**src/rtl/gb_reg_file.sv**
```systemverilog
// rtl/gb_reg_file.sv - SM83-style register file with flags, pair ops and phi-gated commit (option: GB_REG_FILE_BYPASS_EN)
module gb_reg_file #(
  parameter int DATA_WIDTH     = 8,
  parameter int REG_SEL_WIDTH  = 3,
  parameter int PAIR_SEL_WIDTH = 2
) (
  input  logic                      clk,
  input  logic                      rst,
  input  logic                      phi,
  input  logic [REG_SEL_WIDTH-1:0]  rd_a_sel,
  input  logic [REG_SEL_WIDTH-1:0]  rd_b_sel,
  output logic [DATA_WIDTH-1:0]     operand_A,
  output logic [DATA_WIDTH-1:0]     operand_B,
  input  logic                      wr_en,
  input  logic [REG_SEL_WIDTH-1:0]  wr_sel,
  input  logic [DATA_WIDTH-1:0]     wr_data,
  input  logic [3:0]                flag_wr_en,
  input  logic [3:0]                flag_in,
  input  logic [1:0]                pair_op,
  input  logic [PAIR_SEL_WIDTH-1:0] pair_sel,
  input  logic [2*DATA_WIDTH-1:0]   pair_data,
  output logic [2*DATA_WIDTH-1:0]   pair_out,
  output logic [3:0]                flags,
  output logic                      commit
);

  localparam int NUM_REGS = 1 << REG_SEL_WIDTH;
  localparam logic [REG_SEL_WIDTH-1:0] F_IDX = REG_SEL_WIDTH'(6);
  localparam logic [2*DATA_WIDTH-1:0] PAIR_ONE = (2*DATA_WIDTH)'(1);

  localparam logic [1:0] PAIR_NONE = 2'd0;
  localparam logic [1:0] PAIR_INC  = 2'd1;
  localparam logic [1:0] PAIR_DEC  = 2'd2;

  logic [DATA_WIDTH-1:0]    regs_q [NUM_REGS];
  logic [DATA_WIDTH-1:0]    regs_d [NUM_REGS];
  logic [DATA_WIDTH-1:0]    operand_a_q, operand_a_d;
  logic [DATA_WIDTH-1:0]    operand_b_q, operand_b_d;
  logic                     phi_q, phi_d;
  logic                     commit_q, commit_d;
  logic                     commit_int;
  logic [REG_SEL_WIDTH-1:0] pair_hi_idx, pair_lo_idx;
  logic [2*DATA_WIDTH-1:0]  pair_cur, pair_next;

  // Map the pair selector onto its high/low register indices (BC, DE, HL, AF).
  always_comb begin
    pair_hi_idx = REG_SEL_WIDTH'(7);
    pair_lo_idx = F_IDX;
    case (pair_sel)
      PAIR_SEL_WIDTH'(0): begin pair_hi_idx = REG_SEL_WIDTH'(0); pair_lo_idx = REG_SEL_WIDTH'(1); end
      PAIR_SEL_WIDTH'(1): begin pair_hi_idx = REG_SEL_WIDTH'(2); pair_lo_idx = REG_SEL_WIDTH'(3); end
      PAIR_SEL_WIDTH'(2): begin pair_hi_idx = REG_SEL_WIDTH'(4); pair_lo_idx = REG_SEL_WIDTH'(5); end
      default:            begin pair_hi_idx = REG_SEL_WIDTH'(7); pair_lo_idx = F_IDX;            end
    endcase
  end

  // Next state: byte write, then flag overrides, then pair op; F low nibble always cleared.
  always_comb begin
    commit_int = phi & ~phi_q;
    phi_d      = phi;
    commit_d   = commit_int;
    regs_d     = regs_q;
    pair_cur   = {regs_q[pair_hi_idx], regs_q[pair_lo_idx]};
    case (pair_op)
      PAIR_INC: pair_next = pair_cur + PAIR_ONE;
      PAIR_DEC: pair_next = pair_cur - PAIR_ONE;
      default:  pair_next = pair_data;
    endcase
    if (commit_int) begin
      if (wr_en) regs_d[wr_sel] = wr_data;
      for (int i = 0; i < 4; i++) begin
        if (flag_wr_en[i]) regs_d[F_IDX][DATA_WIDTH-4+i] = flag_in[i];
      end
      if (pair_op != PAIR_NONE) begin
        regs_d[pair_hi_idx] = pair_next[2*DATA_WIDTH-1:DATA_WIDTH];
        regs_d[pair_lo_idx] = pair_next[DATA_WIDTH-1:0];
      end
      regs_d[F_IDX][DATA_WIDTH-5:0] = '0;
    end
`ifdef GB_REG_FILE_BYPASS_EN
    operand_a_d = regs_d[rd_a_sel];
    operand_b_d = regs_d[rd_b_sel];
`else
    operand_a_d = regs_q[rd_a_sel];
    operand_b_d = regs_q[rd_b_sel];
`endif
  end

  // State registers; phi_q resets high so a held-high phi cannot commit at release.
  always_ff @(posedge clk or negedge rst) begin
    if (!rst) begin
      for (int i = 0; i < NUM_REGS; i++) regs_q[i] <= '0;
      operand_a_q <= '0;
      operand_b_q <= '0;
      phi_q       <= 1'b1;
      commit_q    <= 1'b0;
    end else begin
      for (int i = 0; i < NUM_REGS; i++) regs_q[i] <= regs_d[i];
      operand_a_q <= operand_a_d;
      operand_b_q <= operand_b_d;
      phi_q       <= phi_d;
      commit_q    <= commit_d;
    end
  end

  assign operand_A = operand_a_q;
  assign operand_B = operand_b_q;
  assign commit    = commit_q;
  assign pair_out  = {regs_q[pair_hi_idx], regs_q[pair_lo_idx]};
  assign flags     = regs_q[F_IDX][DATA_WIDTH-1:DATA_WIDTH-4];

endmodule
```
**config.mk**
```make
export PLATFORM = sky130hd
export DESIGN_NAME = gb_reg_file
export DESIGN_NICKNAME = d
export VERILOG_FILES = /design/src/rtl/gb_reg_file.sv
export SDC_FILE = /design/constraint.sdc
export NUM_CORES = 1
export LEC_CHECK = 0
export CAP_MARGIN = 25
export CORE_ASPECT_RATIO = 2
export CORE_MARGIN = 4
export CORE_UTILIZATION = 44
export DETAILED_ROUTE_END_ITERATION = 8
export PLACE_DENSITY = 0.67
export SLEW_MARGIN = 20
export SYNTH_ARGS = -nofsm -noshare
export SYNTH_HDL_FRONTEND = slang
export SYNTH_SLANG_ARGS = --single-unit
```
**constraint.sdc**
```tcl
create_clock -name clk -period 3.45 [get_ports clk]
set_input_delay 0.345 -clock clk [delete_from_list [all_inputs] [get_ports clk]]
set_output_delay 0.345 -clock clk [all_outputs]
set_load 0.02 [all_outputs]
```
==> results of run 1 <==
stage by stage:
stage,util (%),setup TNS [ns],power (W)
floorplan,-,0,0.00274
global placement,57.0,-4.83,0.00380
detailed placement,57.0,-6.85,0.00385
CTS,59.5,0,0.00485
global route,60.7,0,0.00520
finish,60.7,0,0.00497
worst min-delay path by stage:
stage,startpoint,endpoint,slack [ns]
CTS,rst,regs_q[19],0.22
global route,rst,regs_q[19],0.08
detailed placement,regs_q[58],regs_q[58],0.54
finish,rst,regs_q[19],0.03
global placement,regs_q[41],regs_q[41],0.52
floorplan,rst,commit,0.05
power groups by stage:
stage               combinational [W]  clock (W)  sequential, W
global placement              0.00227          0        0.00153
finish                        0.00242   0.000996        0.00155
global route                  0.00259    0.00105        0.00156
CTS                           0.00233    0.00100        0.00152
floorplan                     0.00128          0        0.00146
detailed placement            0.00231          0        0.00154
cell families after synthesis:
| family | count (synthesis) |
|---|---|
| AO/OA/AOI/OAI | 199 |
| AND/OR/NAND/NOR | 164 |
| flip-flops | 78 |
| multiplexers | 61 |
| buffers and inverters | 53 |
| adder cells (fa/ha/maj) | 20 |
| XOR/XNOR | 12 |
per-layer routing:
metal  global-route usage, %  wire length, um  vias up
met4                    33.0             2660        0
met5                       0                0        -
met3                    6.53             2130      147
met2                    56.5            12700      415
met1                    34.8             7670     2918
li1                        -                -     2532
worst max-delay path, cell delays in order (launching register included):
cell	delay (ns)
dfrtp_1	0.49
mux4_2	0.56
ha_4	0.29
a211oi_2	0.19
o211ai_1	0.19
a22oi_4	0.19
a311oi_2	0.13
a41o_1	0.30
or4_1	0.49
nand3_1	0.12
o31ai_1	0.07
repair_timing:
item                                   4_1_cts  5_1_grt
pin swaps                                    1        7
setup buffers                                0        2
gates cloned                                 0        1
setup endpoints to repair                    6       22
gates resized for setup                      2       18
endpoints found under the hold margin        0        0
layout by cell type, fill, tap and decap left out, drive strengths merged, types with 3 or more instances in the layout:
cell / synthesis / layout
a22oi: 16 / 16
dfrtp: 77 / 77
nand2: 62 / 62
nand3: 11 / 11
inv: 9 / 12
xor2: 6 / 6
mux2: 15 / 15
a211oi: 5 / 5
or3: 3 / 3
mux4: 37 / 37
a21o: 7 / 7
clkbuf: 34 / 10
o21ai: 37 / 37
a221oi: 8 / 8
clkinv: 0 / 3
ha: 19 / 19
o32ai: 6 / 6
nand2b: 6 / 6
a21oi: 58 / 58
nor3: 7 / 7
buf: 10 / 88
clkdlybuf4s50: 0 / 82
o221ai: 3 / 3
nor2b: 5 / 5
a32oi: 9 / 9
mux2i: 9 / 9
xnor2: 6 / 6
o31ai: 6 / 6
o22ai: 27 / 27
nor2: 61 / 61
sequential cells by signal, summed over array words and instances, names as in the netlist:
register and cells:
operand_B 8, commit 1, regs_q 56, flags 4, phi_q 1, operand_A 8
cell type report:
cell class,count,area [um2]
fill,1116,4960
multi-input combinational,456,3630
clock inverter,7,81.3
sequential,78,1950
timing repair buffer,173,1550
tap,150,188
inverter,9,33.8
clock buffer,9,225
==> flow_metrics.env, run 1 <==
export IMPL_status="finished, final reports clean"
export IMPL_internal_power_w=0.00298
export IMPL_setup_ws_ns=0.285
export IMPL_synth_adder_area_share_pct=4.53
export IMPL_vias=6012
export IMPL_ys_warn_count=0
export IMPL_fin_nets=796
export IMPL_grt_max_degree=79
export IMPL_r2r_setup_slack_ns=0.29
export IMPL_yosysSeqAreaShare_pct=34.3
export IMPL_die_h_um=169
export IMPL_routedWlPerCell_um=28.5
export IMPL_dr_pass1_iters=8
export IMPL_swShare_pct=40.0
export IMPL_htreeDepth=3
export IMPL_synth_area_leaders="dfrtp_1, mux4_2, a21oi_1, ha_1, nand2_1"
export IMPL_cp_max_fo=4
export IMPL_worstSetupStartpointType="register"
export IMPL_synth_simple_area_share_pct=12.5
export IMPL_rsz0062_at_grt="false"
export IMPL_worst_r2r_cell_count=10
export IMPL_synth_area_um2=5690
export IMPL_drive_above_1_share_pct=25.1
export IMPL_pwr_share_comb_pct=48.8
export IMPL_grt_overflow=0
export IMPL_yosysTopAreaCell="dfrtp_1"
export IMPL_drt_iter0_drc=491
export IMPL_critPathKind="reg2reg"
export IMPL_antenna_left=0
export IMPL_routed_wl_um=25200
export IMPL_drv_cap=0
export IMPL_numCtsBuffers=9
export IMPL_synth_top_family_by_area="compound AO/OA/AOI/OAI gates"
export IMPL_start_util_pct=45.0
export IMPL_yosys_area_share_xor_xnor_pct=1.85
export IMPL_synth_cells=587
export IMPL_synth_seq_cells=78
export IMPL_path_clk_slew_ns=0.07
export IMPL_portBuffers=85
export IMPL_startpoint="regs_q[22]"
export IMPL_cts_hold_buf=0
export IMPL_ys_top_cells_by_count="dfrtp_1, nand2_1, nor2_1"
export IMPL_r2r_end="regs_q[7]"
export IMPL_core_area_um2=12600
export IMPL_dp_slack_ns=-0.417
export IMPL_slew_violations=0
export IMPL_yosysTopAreaCellShare_pct=33.9
export IMPL_setup_violations=0
export IMPL_die_area_um2=14900
export IMPL_fin_crit_sh_pct=91.7
export IMPL_avgSynthCellArea_um2=9.69
export IMPL_clock_latency_ns=0.35
export IMPL_skew_ns=0.00872
export IMPL_crit_arrival_ns=3.37
export IMPL_place_inst=863
export IMPL_power_leakage_nw=3.21
export IMPL_clkPwrFrac_pct=20.0
export IMPL_gp_congestion=1.06
export IMPL_synth_cell_types=58
export IMPL_antenna_cells=0
export IMPL_ir_worst_vdd_v=0.000389
export IMPL_synth_flop_cell="dfrtp_1"
export IMPL_synth_most_common_cell="dfrtp_1"
export IMPL_synth_net_count=656
export IMPL_p_switching_w=0.00199
export IMPL_cts_tree="yes"
export IMPL_grt_pass1_wl_um=36700
export IMPL_period_minus_slack_ns=3.16
export IMPL_fin_area_um2=7670
export IMPL_antenna_found_initial=0
export IMPL_end_kind="register"
export IMPL_dp_hpwl_um=19000
export IMPL_die_w_um=88.4
export IMPL_critPathCapture="regs_q[7]"
export IMPL_grt_pass1_vias=6247
export IMPL_required_ns=3.66
export IMPL_root_buffer="clkbuf_16"
export IMPL_synth_edf_count=0
export IMPL_power_density_nw_per_um2=648
export IMPL_r2r_start="regs_q[22]"
export IMPL_clockBufferDepth=2
export IMPL_instances_no_fill=882
export IMPL_synth_mux_area_share_pct=19.4
export IMPL_whs_ns=0.0293
export IMPL_io_pins=86
export IMPL_tightestPinTransition_ns=0.843
export IMPL_maxSlewHeadroom_pct=43.3
export IMPL_row_count=58
export IMPL_hold_viol=0
export IMPL_seqPwrFrac_pct=31.2
export IMPL_drc_errors=0
export IMPL_track_usage_pct=34.4
export IMPL_worstHoldPathType="in2async"
export IMPL_synth_compound_gate_area_share_pct=23.5
export IMPL_area_delta_synth_final_pct=34.8
export IMPL_placed_area_um2=7190
export IMPL_cts_sinks=78
export IMPL_viasPerCell=6.82
export IMPL_max_freq_mhz=316
export IMPL_async_flop_share_pct=100
Note: power is estimated with default switching activity, not from simulation.
==> run 2, diff against run 1 <==
--- a/config.mk
+++ b/config.mk
@@ -10,8 +10,10 @@
 export CORE_MARGIN = 4
 export CORE_UTILIZATION = 44
 export DETAILED_ROUTE_END_ITERATION = 8
+export HOLD_SLACK_MARGIN = 0.05
 export PLACE_DENSITY = 0.67
 export SLEW_MARGIN = 20
 export SYNTH_ARGS = -nofsm -noshare
 export SYNTH_HDL_FRONTEND = slang
 export SYNTH_SLANG_ARGS = --single-unit
+export TNS_END_PERCENT = 20
==> results of run 2 <==
Same layout as run 1: the final DEF is identical, and so are final timing and power.
==> run 3, diff against run 2 <==
--- a/config.mk
+++ b/config.mk
@@ -11,7 +11,7 @@
 export CORE_UTILIZATION = 44
 export DETAILED_ROUTE_END_ITERATION = 8
 export HOLD_SLACK_MARGIN = 0.05
-export PLACE_DENSITY = 0.67
+export PLACE_DENSITY_LB_ADDON = 0.12
 export SLEW_MARGIN = 20
 export SYNTH_ARGS = -nofsm -noshare
 export SYNTH_HDL_FRONTEND = slang
==> flow_metrics.env, run 3 (same netlist as run 1, synthesis figures left out) <==
export IMPL_path_common_cell="buf_4"
export IMPL_fin_crit_sh_pct=95.0
export IMPL_viasPerCell=6.68
export IMPL_final_common_cell="buf_4"
export IMPL_io_pins=86
export IMPL_top_register="regs_q"
export IMPL_finalPower_w=0.00496
export IMPL_track_usage_pct=33.2
export IMPL_required_ns=3.72
export IMPL_htreeDepth=3
export IMPL_period_minus_slack_ns=3.28
export IMPL_worstHoldPathType="in2async"
export IMPL_setup_ws_ns=0.171
export IMPL_antenna_cells=0
export IMPL_antenna_left=0
export IMPL_dp_hpwl_um=19000
export IMPL_worstSetupStartpointType="primary input"
export IMPL_fillerInstances=1110
export IMPL_ir_worst_vdd_v=0.000410
export IMPL_drc_errors=0
export IMPL_drive_above_1_share_pct=24.7
export IMPL_skew_ns=0.0137
export IMPL_instances_no_fill=884
export IMPL_drv_cap=0
export IMPL_root_buffer="clkbuf_16"
export IMPL_row_count=58
export IMPL_antenna_found_initial=0
export IMPL_portBuffers=85
export IMPL_vias=5906
export IMPL_whs_ns=0.00986
export IMPL_largest_reg_flops=56
export IMPL_slowest_stage="clkdlybuf4s50_1"
export IMPL_clockBufferDepth=2
export IMPL_power_density_nw_per_um2=649
export IMPL_status="finished, final reports clean"
export IMPL_area_delta_synth_final_pct=34.2
export IMPL_cts_tree="yes"
export IMPL_dr_pass1_iters=5
export IMPL_die_w_um=88.4
export IMPL_cp_max_fo=9
export IMPL_path_cells="clkdlybuf4s50_1 > inv_1 > ha_1 > buf_4 > ha_1 > nand2_1 > o211ai_1 > a22oi_4 > a311oi_2 > buf_4 > a21o_1 > a211oi_2 > o31a_1 > buf_4 > a21oi_1"
export IMPL_end_kind="register"
export IMPL_critPathKind="in2reg"
export IMPL_core_area_um2=12600
export IMPL_grt_overflow=0
export IMPL_power_leakage_nw=3.22
export IMPL_fin_nets=798
export IMPL_tightestPinTransition_ns=0.845
export IMPL_grt_pass1_vias=5943
export IMPL_die_area_um2=14900
export IMPL_routed_wl_um=24200
export IMPL_dp_slack_ns=-0.397
export IMPL_clock_latency_ns=0.35
export IMPL_gp_congestion=1.05
export IMPL_maxSlewHeadroom_pct=43.4
export IMPL_start_util_pct=45.0
export IMPL_die_h_um=169
export IMPL_crit_arrival_ns=3.54
export IMPL_grt_max_degree=79
export IMPL_rsz0062_at_grt="false"
export IMPL_slew_violations=0
export IMPL_routedWlPerCell_um=27.4
export IMPL_hold_viol=0
export IMPL_grt_pass1_wl_um=35800
export IMPL_layout_common_cells="buf_4, clkdlybuf4s50_1, dfrtp_1"
export IMPL_numCtsBuffers=9
export IMPL_path_clk_slew_ns=0.06
export IMPL_cts_hold_buf=0
export IMPL_cts_sinks=78
export IMPL_setup_violations=0
export IMPL_max_freq_mhz=305
export IMPL_slowest_delay_ns=0.45
export IMPL_drt_iter0_drc=643
export IMPL_place_inst=863
==> run 3: changes by cell type in the layout (fill, tap and decap cells not counted), moves of 2 or more <==
cell        previous run  this run
ha_4                   5         3
clkinvlp_4             0         2
o21ai_0               33        29
nand2_2                0         2
ha_1                  12        16
nand2_1               62        60
a21oi_1               57        55
a21oi_2                1         3
ha_2                   2         0
o21ai_1                3         8
==> run 3: final cells by class <==
| cell class | count | area, um2 | share of cell area [%] |
|---|---|---|---|
| multi-input cells | 456 | 3590 | 47.0 |
| flip-flops and latches | 78 | 1950 | 25.6 |
| repair buffers | 175 | 1580 | 20.6 |
| clock buffers | 9 | 225 | 2.95 |
| well taps | 150 | 188 | 2.46 |
| clock inverters | 7 | 66.3 | 0.869 |
| inverters | 9 | 33.8 | 0.443 |
==> run 3: worst max-delay path: cells and delay by family <==
family                     cells  cell delay [ns]
AOI/OAI and AO/OA              7             1.35
buffers and inverters          5             1.06
adders and majority gates      2             0.72
and+or+nand+nor                1             0.07
==> run 3: report_power, final <==
part	internal, W	total [W]	leakage (nW)	switching (W)
Sequential	0.00119	0.00164	0.906	0.000446
Combinational	0.00120	0.00239	2.17	0.00119
Clock	0.000502	0.000923	0.136	0.000421
==> run 3: final timing paths <==
path | from | end | slack (ns) | cells past startpoint
worst max register to register | regs_q[52] | regs_q[61] | 0.18 | 13
worst max-delay path | pair_op[0] | regs_q[61] | 0.17 | 15
worst min-delay path | rst | regs_q[58] | 0.01 | 1
min in group clk | phi | phi_q | 0.43 | 1
max in group asynchronous | rst | operand_A[1] | 2.86 | 1
worst min register to register | regs_q[41] | regs_q[41] | 0.61 | 2
==> run 3: routing by layer <==
layer / routed length, um / GRT usage, % / vias to the layer above
met2: 12400 / 55.2 / 409
met5: 0 / 0 / -
met3: 1790 / 6.14 / 131
met4: 2130 / 22.4 / 0
met1: 7950 / 37.3 / 2827
li1: - / - / 2539
==> run 3: what timing repair did <==
action / 4_1_cts / 5_1_grt
gates cloned: 0 / 1
gates resized for setup: 4 / 14
buffers inserted: 0 / 4
endpoints found under the hold margin: 0 / 0
pin swaps: 1 / 7
setup endpoints to repair: 10 / 23
==> run 3: per-stage QoR <==
step / util, % / instance area, um2 / setup TNS (ns)
6_report: 60.4 / 7630 / 0
5_1_grt: 60.4 / 7630 / 0
4_1_cts: 59.4 / 7510 / 0
3_5_place_dp: 57.0 / 7190 / -7.88
3_3_place_gp: 57.0 / 7190 / -6.65
2_1_floorplan: - / 5700 / 0
==> patch, RTL diff (settings of run 3) <==
Register the input `wr_data` before use, cleared by the reset. The logic sees it one clock later. The other inputs are not delayed to match.
--- a/src/rtl/gb_reg_file.sv
+++ b/src/rtl/gb_reg_file.sv
@@ -32,4 +32,14 @@
   localparam logic [1:0] PAIR_INC  = 2'd1;
   localparam logic [1:0] PAIR_DEC  = 2'd2;
+
+  logic [DATA_WIDTH-1:0] wr_data_q;
+
+  always_ff @(posedge clk or negedge rst) begin
+    if (!rst) begin
+      wr_data_q <= '0;
+    end else begin
+      wr_data_q <= wr_data;
+    end
+  end
 
   logic [DATA_WIDTH-1:0]    regs_q [NUM_REGS];
@@ -68,5 +78,5 @@
     endcase
     if (commit_int) begin
-      if (wr_en) regs_d[wr_sel] = wr_data;
+      if (wr_en) regs_d[wr_sel] = wr_data_q;
       for (int i = 0; i < 4; i++) begin
         if (flag_wr_en[i]) regs_d[F_IDX][DATA_WIDTH-4+i] = flag_in[i];
Behaviour: not the same (a bounded check fails within 4 cycles, from zero or initial values and one cycle with rst low).
==> patch against run 3 <==
Routed wire length rose by 1.8%; critical path depth decreased by 4; synthesized area is 6.7% higher; worst setup slack worse by 30 ps; power rose by 6.4%; via count rose by 3.5%; cell area grew 3.8%; clock skew down 1.6 ps; sequential cell count increased by 8; register-to-register slack improved by 180 ps; largest power group unchanged.
==> patch: results (changes against run 3) <==
stage,metric,value,unit,change
grt,number of global-route vias before repair,6293,,+5.9%
setup_path,worst r2r path cells,9,,-4
setup_path,reg-to-reg startpoint,flags[2],,
power_and_ir_drop,static leakage,3.26,nW,+1.5%
logic_synthesis,gate count after technology mapping,642,,+9.4%
routing,vias per cell,6.48,,-3.0%
setup_path,CP max stage delay,620,ps,+170 ps
finish,Finished Layout Cells,944,,+6.8%
grt,M3 GR Usage,3.03,%,-3.1 points
grt,GRT Total Usage,31.5,%,-1.7 points
timing,crit share post-route,95.9,%,+0.88 points
logic_synthesis,mux cell area share after synthesis,18.2,%,-1.2 points
logic_synthesis,"Distinct cells, synth",63,,+8.6%
logic_synthesis,syn nets,711,,+8.4%
logic_synthesis,Synth Area in Compound Gates,22.0,%,-1.5 points
routing,drt initial violations,551,,-14%
grt,first-pass GRT wire length,37.4,mm,+4.4%
finish,layout cell share with drive strength beyond 1,21.0,%,-3.6 points
finish,nets,854,,+7.0%
grt,GR Layer Usage met1,34.6,%,-2.7 points
place,post-DP HPWL,19.4,mm,+1.9%
setup_path,crit path DAT,3550,ps,about the same
grt,pin count of the biggest net entering global routing,35,,-56%
routing,Total Wirelength,24.7,mm,+1.8%
clocking,Post-CTS Resized,0,,-4
setup_path,beginning of the critical path,pair_sel[0],,
logic_synthesis,synthesized-area fraction occupied by adder cells,4.25,%,-0.28 points
place,Post-DP Area,7610,um2,+5.8%
setup_path,Critical R2R Capture,regs_q[29],,
finish,FILL cells,1242,,+12%
power_and_ir_drop,Worst VDD drop,318,uV,-22%
logic_synthesis,"EDFF count, synth",0,,unchanged
timing,hold_ws,440,ps,+430 ps
setup_path,FF-to-FF setup slack,360,ps,+180 ps
timing,slew at the pin closest to its max-slew limit,963,ps,+118 ps
logic_synthesis,sequential area share after synthesis,35.5,%,+1.1 points
worst_hold_path,Hold Path Origin,wr_data[2],,
logic_synthesis,Post-Synth XOR/XNOR Area,1.73,%,-0.12 points
place,placed insts,928,,+7.5%
timing,final clock skew,12.1,ps,-1.60 ps
logic_synthesis,"top cells by area, synth","dfrtp_1 (35%), mux4_2 (13%), a21oi_1 (5.7%)",,
setup_path,CP max stage cell,mux4_2,,
run_status,outcome,"finished, final reports clean",,
setup_path,worst-path fanout max,14,,+5
place,dpl ws,-163,ps,+234 ps
place,routability cong.,0.974,,-6.9%
worst_hold_path,worst hold path type,in -> reg,,
logic_synthesis,"top cells by count, synth","dfrtp_1 (85), nor2_1 (84), a21oi_1 (69), nand2_1 (69), o21ai_0 (44)",,
grt,met2 GRT Util,56.2,%,+1.0 points
-- patch: changes by cell type after synthesis, sizes merged, moves of 8 or more --
cell	before	now
a21oi	58	70
dfrtp	77	85
clkbuf	34	23
a31oi	1	11
a32oi	9	0
buf	10	18
o21ai	37	46
nor2	61	85
-- patch: where the power goes --
group / internal (W) / switching [W]
combinational: 0.00131 / 0.00129
sequential: 0.00131 / 0.000364
clock: 0.000566 / 0.000438
-- patch: final cells by class --
type	count	area [um2]	share of cell area (%)
multi-input cells	502	3680	46.4
flip-flops and latches	86	2150	27.2
repair buffers	173	1550	19.6
clock buffers	9	225	2.84
well taps	155	194	2.45
clock inverters	6	71.3	0.901
inverters	13	48.8	0.616
-- patch: metal layers --
metal	up-vias	wire length, um
li1	2689	-
met1	2983	8340
met2	344	13000
met3	99	1440
met4	0	1920
met5	-	0
-- patch: repair_timing --
item                                   4_1_cts  5_1_grt
endpoints found under the hold margin       31        0
hold buffers                                 1        0
buffers inserted                             0        0
